**src/rtl/nn_cfg_loader.sv**
```systemverilog
// nn_cfg_loader: converts a header + payload word stream into config
// register-file writes, with sticky bad-header error and abort support.
module nn_cfg_loader #(
  parameter int unsigned DATA_W = 16,
  parameter int unsigned ADDR_W = 2,
  parameter logic [3:0]  MAGIC  = 4'hC
) (
  input  logic              i_clk,
  input  logic              i_rst_n,
  input  logic [DATA_W-1:0] i_data,
  input  logic              i_valid,
  output logic              o_ready,
  input  logic              i_abort,
  input  logic              i_err_clr,
  output logic [DATA_W-1:0] o_cfg,
  output logic [ADDR_W-1:0] o_addr,
  output logic              o_wr_en,
  output logic              o_busy,
  output logic              o_done,
  output logic              o_err
);

  localparam int unsigned MAGIC_W = 4;

  typedef enum logic [1:0] {
    S_IDLE = 2'd0,
    S_LOAD = 2'd1,
    S_DONE = 2'd2,
    S_ERR  = 2'd3
  } state_t;

  state_t r_state;
  state_t w_state_nxt;

  // Datapath registers and their next values.
  logic [ADDR_W-1:0] r_ptr;
  logic [ADDR_W-1:0] r_remaining;
  logic [DATA_W-1:0] r_cfg;
  logic [ADDR_W-1:0] r_addr;
  logic              r_wr_en;
  logic              r_done;
  logic              r_err;

  logic [ADDR_W-1:0] w_ptr_nxt;
  logic [ADDR_W-1:0] w_remaining_nxt;
  logic [DATA_W-1:0] w_cfg_nxt;
  logic [ADDR_W-1:0] w_addr_nxt;
  logic              w_wr_en_nxt;
  logic              w_done_nxt;
  logic              w_err_nxt;

  // Handshake and header field decode.
  logic               w_ready;
  logic               w_accept;
  logic [MAGIC_W-1:0] w_hdr_magic;
  logic [ADDR_W-1:0]  w_hdr_start;
  logic [ADDR_W-1:0]  w_hdr_cnt_m1;
  logic               w_hdr_ok;

  assign w_ready      = ((r_state == S_IDLE) || (r_state == S_LOAD)) && !i_abort;
  assign w_accept     = i_valid && w_ready;
  assign w_hdr_magic  = i_data[DATA_W-1 -: MAGIC_W];
  assign w_hdr_start  = i_data[ADDR_W-1:0];
  assign w_hdr_cnt_m1 = i_data[2*ADDR_W-1:ADDR_W];
  assign w_hdr_ok     = (w_hdr_magic == MAGIC);

  // State register.
  always_ff @(posedge i_clk or negedge i_rst_n) begin
    if (!i_rst_n) begin
      r_state <= S_IDLE;
    end else begin
      r_state <= w_state_nxt;
    end
  end

  // Next-state logic.
  always_comb begin
    w_state_nxt = r_state;
    case (r_state)
      S_IDLE: begin
        if (w_accept) begin
          w_state_nxt = w_hdr_ok ? S_LOAD : S_ERR;
        end
      end
      S_LOAD: begin
        if (i_abort) begin
          w_state_nxt = S_IDLE;
        end else if (w_accept && (r_remaining == '0)) begin
          w_state_nxt = S_DONE;
        end
      end
      S_DONE: begin
        w_state_nxt = S_IDLE;
      end
      S_ERR: begin
        if (i_err_clr) begin
          w_state_nxt = S_IDLE;
        end
      end
      default: begin
        w_state_nxt = S_IDLE;
      end
    endcase
  end

  // Output logic: next values for the registered write port and flags.
  always_comb begin
    w_ptr_nxt       = r_ptr;
    w_remaining_nxt = r_remaining;
    w_cfg_nxt       = r_cfg;
    w_addr_nxt      = r_addr;
    w_wr_en_nxt     = 1'b0;
    w_done_nxt      = 1'b0;
    w_err_nxt       = r_err;
    case (r_state)
      S_IDLE: begin
        if (w_accept) begin
          if (w_hdr_ok) begin
            w_ptr_nxt       = w_hdr_start;
            w_remaining_nxt = w_hdr_cnt_m1;
          end else begin
            w_err_nxt = 1'b1;
          end
        end
      end
      S_LOAD: begin
        if (w_accept) begin
          w_cfg_nxt   = i_data;
          w_addr_nxt  = r_ptr;
          w_wr_en_nxt = 1'b1;
          w_ptr_nxt   = r_ptr + ADDR_W'(1);
          if (r_remaining != '0) begin
            w_remaining_nxt = r_remaining - ADDR_W'(1);
          end
        end
      end
      S_DONE: begin
        w_done_nxt = 1'b1;
      end
      S_ERR: begin
        if (i_err_clr) begin
          w_err_nxt = 1'b0;
        end
      end
      default: begin
        w_err_nxt = r_err;
      end
    endcase
  end

  // Datapath and output registers.
  always_ff @(posedge i_clk or negedge i_rst_n) begin
    if (!i_rst_n) begin
      r_ptr       <= '0;
      r_remaining <= '0;
      r_cfg       <= '0;
      r_addr      <= '0;
      r_wr_en     <= 1'b0;
      r_done      <= 1'b0;
      r_err       <= 1'b0;
    end else begin
      r_ptr       <= w_ptr_nxt;
      r_remaining <= w_remaining_nxt;
      r_cfg       <= w_cfg_nxt;
      r_addr      <= w_addr_nxt;
      r_wr_en     <= w_wr_en_nxt;
      r_done      <= w_done_nxt;
      r_err       <= w_err_nxt;
    end
  end

  assign o_ready = w_ready;
  assign o_busy  = (r_state != S_IDLE);
  assign o_cfg   = r_cfg;
  assign o_addr  = r_addr;
  assign o_wr_en = r_wr_en;
  assign o_done  = r_done;
  assign o_err   = r_err;

endmodule
```
**config.mk**
```make
export PLATFORM = sky130hd
export DESIGN_NAME = nn_cfg_loader
export DESIGN_NICKNAME = d
export VERILOG_FILES = /design/src/rtl/nn_cfg_loader.sv
export SDC_FILE = /design/constraint.sdc
export NUM_CORES = 1
export LEC_CHECK = 0
export ABC_CLOCK_PERIOD_IN_PS = 1850
export CORE_MARGIN = 4
export CORE_UTILIZATION = 45
export DETAILED_ROUTE_END_ITERATION = 7
export GPL_ROUTABILITY_DRIVEN = 0
export PLACE_DENSITY = 0.79
export SLEW_MARGIN = 5
export SYNTH_ARGS = -nofsm -noshare
export SYNTH_HDL_FRONTEND = slang
export SYNTH_SLANG_ARGS = --single-unit
```
**constraint.sdc**
```tcl
create_clock -name i_clk -period 1.85 [get_ports i_clk]
set_input_delay 0.4625 -clock i_clk [delete_from_list [all_inputs] [get_ports i_clk]]
set_output_delay 0.4625 -clock i_clk [all_outputs]
set_load 0.05 [all_outputs]
```
==> results.cfg, run 1 <==
[run_status]
status = finished clean

[detailed_routing]
drtIter0Drc = 36
vias = 946
drt_wl_total_um = 2790
wl_per_cell_um = 15.4
via_per_inst = 5.23
dr.pass1.iters = 4
remaining_drc_errors = 0
drtAntennaViolNets = 0

[sta]
rsz0062_at_grt = no
skew_ns = 0.00773
maxSlewHeadroom_pct = 77.7
fmax_mhz = 563
post-route-min-period_ns = 1.78
timing.final.crit_share_pct = 96.1
hold_viol_final = 0
setup_tns_ns = 0
layout_setup_ws_ns = 0.0726
final_max_slew_viol_count = 0
setup-violations-final = 0
tightest_slew_ns = 0.334
hold_ws_ns = 0.473

[pwr]
irDropWorstVdd_v = 0.00126
cellLeakagePower_nw = 0.854
p_total_mw = 3.28
powerDensity_nw_per_um2 = 1790

[synth]
syn_inst = 99
synth_seq_area_share_pct = 51.4
async_flop_share_pct = 100
syn_area_um2 = 1320
synth.distinct_cells = 35
syn_nets = 121
synth.avg_cell_area_um2 = 13.3
yosys_warnings = 0
ys_seq_elements = 27
ys.flop_type = dfrtp_1
synth_edf_count = 0

[critical_path]
cp.required_ns = 1.39
cp_max_fo = 8
path_delay_family = flip-flops
end_kind = output port
critPathSlowestCell = dfrtp_1
worst_path_largest_cell_delay_ns = 0.50
critPathKind = reg -> out
crit_buf_inv = 1
cp-start-kind = register
worstPathArrival_ns = 1.31
cp_cell_sequence = or2_1 -> buf_12

[cells_and_area]
fill_cells = 208
drive_gt1_share_pct = 40.0
regArea_um2 = 677
syn_to_final_growth_pct = 39.8
multi_input_area_um2 = 586
num-nets-final = 173
num_antenna_cells = 0
fin_cells = 181

[die]
chipHeight_um = 62.1
ios = 44
rows = 19
core_area_um2 = 2780
die-area_um2 = 3850
die_w_um = 62.1
initial_core_util_pct = 47.3

[place]
dp_slack_ns = -0.0970
port_buffers = 43
dp_cells = 174
hpwl_um = 2150

[min_path]
min_path_type = in -> async

[grt]
antenna_found_initial = 0
grtUsageTotal_pct = 15.6
grt_pass1_vias = 907
grt_overflow = 0
grt_pass1_wl_um = 4320
grt_max_degree = 28

[clocking]
clk-insertion-delay-late_ns = 0.33
cts-root-buf = clkbuf_4
cts_tree = done
htree_levels = 1
cts.sinks = 27
clkTransAtPathRegs_ns = 0.14
cts_buffer_depth = 2
cts_made_buffers = 3

[job]
max_cap_viol_count = 0
==> where the power goes <==
part	leakage, nW	switching [mW]	internal, mW
clock network	0.0177	0.171	0.0812
logic	0.506	1.17	0.817
registers	0.331	0.195	0.851
total	0.854	1.53	1.75
==> kinds of logic after synthesis <==
| logic type | share of synthesized area, % |
|---|---|
| flip-flops | 51.4 |
| buffers and inverters | 4.28 |
| AND/OR/NAND/NOR | 12.9 |
| multiplexers | 22.6 |
| adder cells (fa/ha/maj) | 0.951 |
| AO/OA/AOI/OAI | 7.80 |
==> layout make-up <==
cell class,instances,area share [%]
clock inverter,1,0.272
tap,31,2.11
multi-input combinational,62,31.9
inverter,5,1.02
sequential,27,36.8
timing repair buffer,52,26.7
clock buffer,3,1.23
==> worst paths after layout <==
path / start / endpoint / slack (ns) / depth (start not counted)
worst max-delay path: r_state[0]$_DFFE_PN0P_ / o_busy / 0.07 / 2
worst min-delay path: i_rst_n / r_remaining[1]$_DFFE_PN0P_ / 0.47 / 2
worst max register to register: r_state[1]$_DFFE_PN0P_ / o_cfg[0]$_DFFE_PN0P_ / 0.27 / 4
worst min register to register: o_addr[1]$_DFFE_PN0P_ / o_addr[1]$_DFFE_PN0P_ / 0.53 / 1
max in group asynchronous: i_rst_n / r_state[1]$_DFFE_PN0P_ / 1.09 / 2
min in group i_clk: o_addr[1]$_DFFE_PN0P_ / o_addr[1]$_DFFE_PN0P_ / 0.53 / 1
==> flip-flops by register name, indices dropped and copies added, names as in the netlist <==
| name | flops |
|---|---|
| o_addr | 2 |
| o_cfg | 16 |
| o_done | 1 |
| o_err | 1 |
| o_wr_en | 1 |
| r_ptr | 2 |
| r_remaining | 2 |
| r_state | 2 |
==> synth_stat cells (2+ instances only) <==
| cell | n | area share, % |
|---|---|---|
| nor2_1 | 2 | 0.57 |
| nor3b_2 | 2 | 1.9 |
| o21ai_0 | 2 | 0.76 |
| buf_2 | 3 | 1.1 |
| a21oi_1 | 4 | 1.5 |
| nand3b_1 | 2 | 1.1 |
| inv_1 | 5 | 1.4 |
| buf_6 | 2 | 1.7 |
| o21ai_1 | 3 | 1.1 |
| mux2_4 | 17 | 19 |
| nand2_1 | 6 | 1.7 |
| dfrtp_1 | 27 | 51 |
| mux2i_1 | 2 | 1.5 |
==> layer usage <==
layer / vias to the layer above / track usage, % / routed length, um
li1: 455 / - / -
met1: 465 / 20.6 / 1240
met2: 22 / 24.7 / 1380
met3: 4 / 2.69 / 116
met4: 0 / 7.58 / 46
met5: - / 0 / 0
==> timing repair <==
item,4_1_cts,5_1_grt
hold endpoints to repair,0,0
hold buffers,0,0
resized for setup,1,1
buffers inserted,0,3
setup endpoints to repair,1,2
==> through the flow <==
step                util (%)  area, um2
detailed placement      64.1       1780
floorplan                  -       1320
CTS                     65.2       1810
finish                  66.1       1840
global route            66.1       1840
global placement        64.1       1780
==> cells in the final DEF, fill, tap and decap left out, drive strengths merged <==
cell           Yosys  final
a221oi             1      1
a32oi              1      1
nand4bb            1      1
mux2              19     19
nand3              1      1
nor2               2      2
mux2i              2      2
o211a              1      1
clkbuf             0      3
clkdlybuf4s50      0     20
or3b               1      1
buf                5     32
dfrtp             27     27
a31oi              1      1
nor4               1      1
nand2b             1      1
o211ai             1      1
and4bb             2      2
a21oi              4      4
nor3b              3      3
or2                2      2
inv                5      5
nor2b              1      1
o21ai              5      5
nand3b             2      2
o22a               1      1
a21o               1      1
clkinv             0      1
or2b               1      1
ha                 1      1
nand2              6      6
No activity file was read; power rests on OpenSTA's default activity.
==> run 2, diff against run 1 <==
--- a/config.mk
+++ b/config.mk
@@ -11,7 +11,7 @@
 export DETAILED_ROUTE_END_ITERATION = 7
 export GPL_ROUTABILITY_DRIVEN = 0
 export PLACE_DENSITY = 0.79
-export SLEW_MARGIN = 5
+export SLEW_MARGIN = 20
 export SYNTH_ARGS = -nofsm -noshare
 export SYNTH_HDL_FRONTEND = slang
 export SYNTH_SLANG_ARGS = --single-unit
==> results of run 2 <==
Final layout, timing and power as in run 1 (identical DEF).
==> run 3, diff against run 2 <==
--- a/config.mk
+++ b/config.mk
@@ -5,12 +5,12 @@
 export SDC_FILE = /design/constraint.sdc
 export NUM_CORES = 1
 export LEC_CHECK = 0
-export ABC_CLOCK_PERIOD_IN_PS = 1850
+export ABC_CLOCK_PERIOD_IN_PS = 1440
 export CORE_MARGIN = 4
-export CORE_UTILIZATION = 45
+export CORE_UTILIZATION = 40
 export DETAILED_ROUTE_END_ITERATION = 7
 export GPL_ROUTABILITY_DRIVEN = 0
-export PLACE_DENSITY = 0.79
+export PLACE_DENSITY = 0.74
 export SLEW_MARGIN = 20
 export SYNTH_ARGS = -nofsm -noshare
 export SYNTH_HDL_FRONTEND = slang
==> constraint.sdc (replaced) <==
create_clock -name i_clk -period 1.44 [get_ports i_clk]
set_input_delay 0.36 -clock i_clk [delete_from_list [all_inputs] [get_ports i_clk]]
set_output_delay 0.36 -clock i_clk [all_outputs]
set_load 0.05 [all_outputs]
==> results.cfg, run 3 (same netlist as run 1, synthesis figures left out) <==
[run_status]
status = finished with violations
failed_checks = negative setup slack

[sta]
post-route-min-period_ns = 1.55
setup-violations-final = 12
fmax_mhz = 643
rsz0062_at_grt = yes
tightest_slew_ns = 0.329
timing.final.crit_share_pct = 108
final_max_slew_viol_count = 0
maxSlewHeadroom_pct = 77.9
hold_ws_ns = 0.375
hold_viol_final = 0
skew_ns = 0.00102
layout_setup_ws_ns = -0.114

[cells_and_area]
regArea_um2 = 677
largest_reg_flops = 16
mostFrequentLayoutCells = dfrtp_1, buf_12, mux2_4, clkdlybuf4s50_1, buf_4
final_util_pct = 72.6
multi_input_area_um2 = 634
num-nets-final = 179
syn_to_final_growth_pct = 71.4
num_antenna_cells = 0
fill_cells = 217
drive_gt1_share_pct = 45.5

[pwr]
p_comb_share_pct = 66.1
netSwitchingFraction_pct = 42.0
internal_power_mw = 3.04
clkPwrFrac_pct = 6.2
irDropWorstVdd_v = 0.00114
powerDensity_nw_per_um2 = 2330
cellLeakagePower_nw = 1.00
seq_power_share_pct = 27.7
p_switching_mw = 2.20

[detailed_routing]
vias = 996
dr.pass1.iters = 4
drtIter0Drc = 43
drtAntennaViolNets = 0
remaining_drc_errors = 0
via_per_inst = 4.98
drt_wl_total_um = 3300
wl_per_cell_um = 16.5

[grt]
grt_overflow = 0
grt_pass1_wl_um = 5400
grt_pass1_vias = 1067
antenna_found_initial = 0
grt_max_degree = 28
grtUsageTotal_pct = 16.3

[critical_path]
cp-startpoint = r_state[1]$_DFFE_PN0P_
r2r_start = r_state[1]$_DFFE_PN0P_
cp.required_ns = 1.08
r2r_setup_slack_ns = -0.04
worstPathArrival_ns = 1.19
crit_end = o_busy
rr_worst_depth = 5
r2r_end = r_remaining[0]$_DFFE_PN0P_
cp_max_fo = 4
critPathKind = reg -> out
cp-start-kind = register
end_kind = output port

[place]
port_buffers = 43
hpwl_um = 2350
dp_slack_ns = -0.387

[die]
rows = 20
die-area_um2 = 4270
ios = 44
initial_core_util_pct = 42.4
chipHeight_um = 65.3
die_w_um = 65.3
core_area_um2 = 3100

[job]
max_cap_viol_count = 0

[clocking]
cts_made_buffers = 3
htree_levels = 1
cts.sinks = 27
cts-root-buf = clkbuf_4
clk-insertion-delay-late_ns = 0.32
clkTransAtPathRegs_ns = 0.14
cts_buffer_depth = 2
cts_tree = done

[min_path]
min_path_type = in -> async
[run 3: critical path: stages (launching register included)]
cell and delay, ns:
dfrtp_2 0.46, or2_4 0.26, buf_12 0.15
[run 3: power groups by stage]
stage / logic (mW) / clock network [mW] / registers (mW)
after global placement: 3.21 / 0 / 1.44
final: 3.46 / 0.326 / 1.45
after global routing: 3.59 / 0.355 / 1.50
after floorplan: 0.847 / 0 / 2.21
after detailed placement: 3.25 / 0 / 1.47
after CTS: 3.39 / 0.334 / 1.45
[run 3: stage by stage]
stage,area [um2],power [mW],setup TNS [ns],instances
finish,2250,5.24,-0.431,200
CTS,2190,5.17,-0.218,199
floorplan,1320,3.06,0,99
detailed placement,2110,4.72,-7.45,191
global placement,2110,4.66,-7.16,191
global route,2250,5.44,-1.24,200
[run 3: cell type report]
type / instances / area share [%]
Tap cell: 44 / 2.44
Inverter: 5 / 0.833
Timing Repair Buffer: 58 / 37.4
Clock buffer: 4 / 1.17
Sequential cell: 27 / 30.0
Multi-Input combinational cell: 62 / 28.2
[run 3: worst min path at each step]
stage	slack, ns	startpoint	cells after the start	end
floorplan	0.06	i_rst_n	0	o_addr[0]$_DFFE_PN0P_
global placement	0.51	r_remaining[1]$_DFFE_PN0P_	2	r_remaining[1]$_DFFE_PN0P_
detailed placement	0.52	r_remaining[1]$_DFFE_PN0P_	2	r_remaining[1]$_DFFE_PN0P_
CTS	0.38	i_rst_n	2	o_cfg[5]$_DFFE_PN0P_
global route	0.39	i_rst_n	2	o_cfg[11]$_DFFE_PN0P_
finish	0.37	i_rst_n	2	o_cfg[4]$_DFFE_PN0P_
[run 3: repair_timing]
action | CTS | global route
setup endpoints to repair | 5 | 17
gates resized for setup | 7 | 10
buffers inserted | 4 | 0
gates cloned | 0 | 1
hold buffers | 0 | 0
pin swaps | 3 | 4
[run 3: metal layers]
metal | track usage, % | vias up | routed length [um]
met4 | 6.99 | 0 | 68
met2 | 28.7 | 21 | 1790
li1 | - | 467 | -
met5 | 0 | - | 0
met1 | 19.8 | 501 | 1360
met3 | 2.22 | 7 | 89
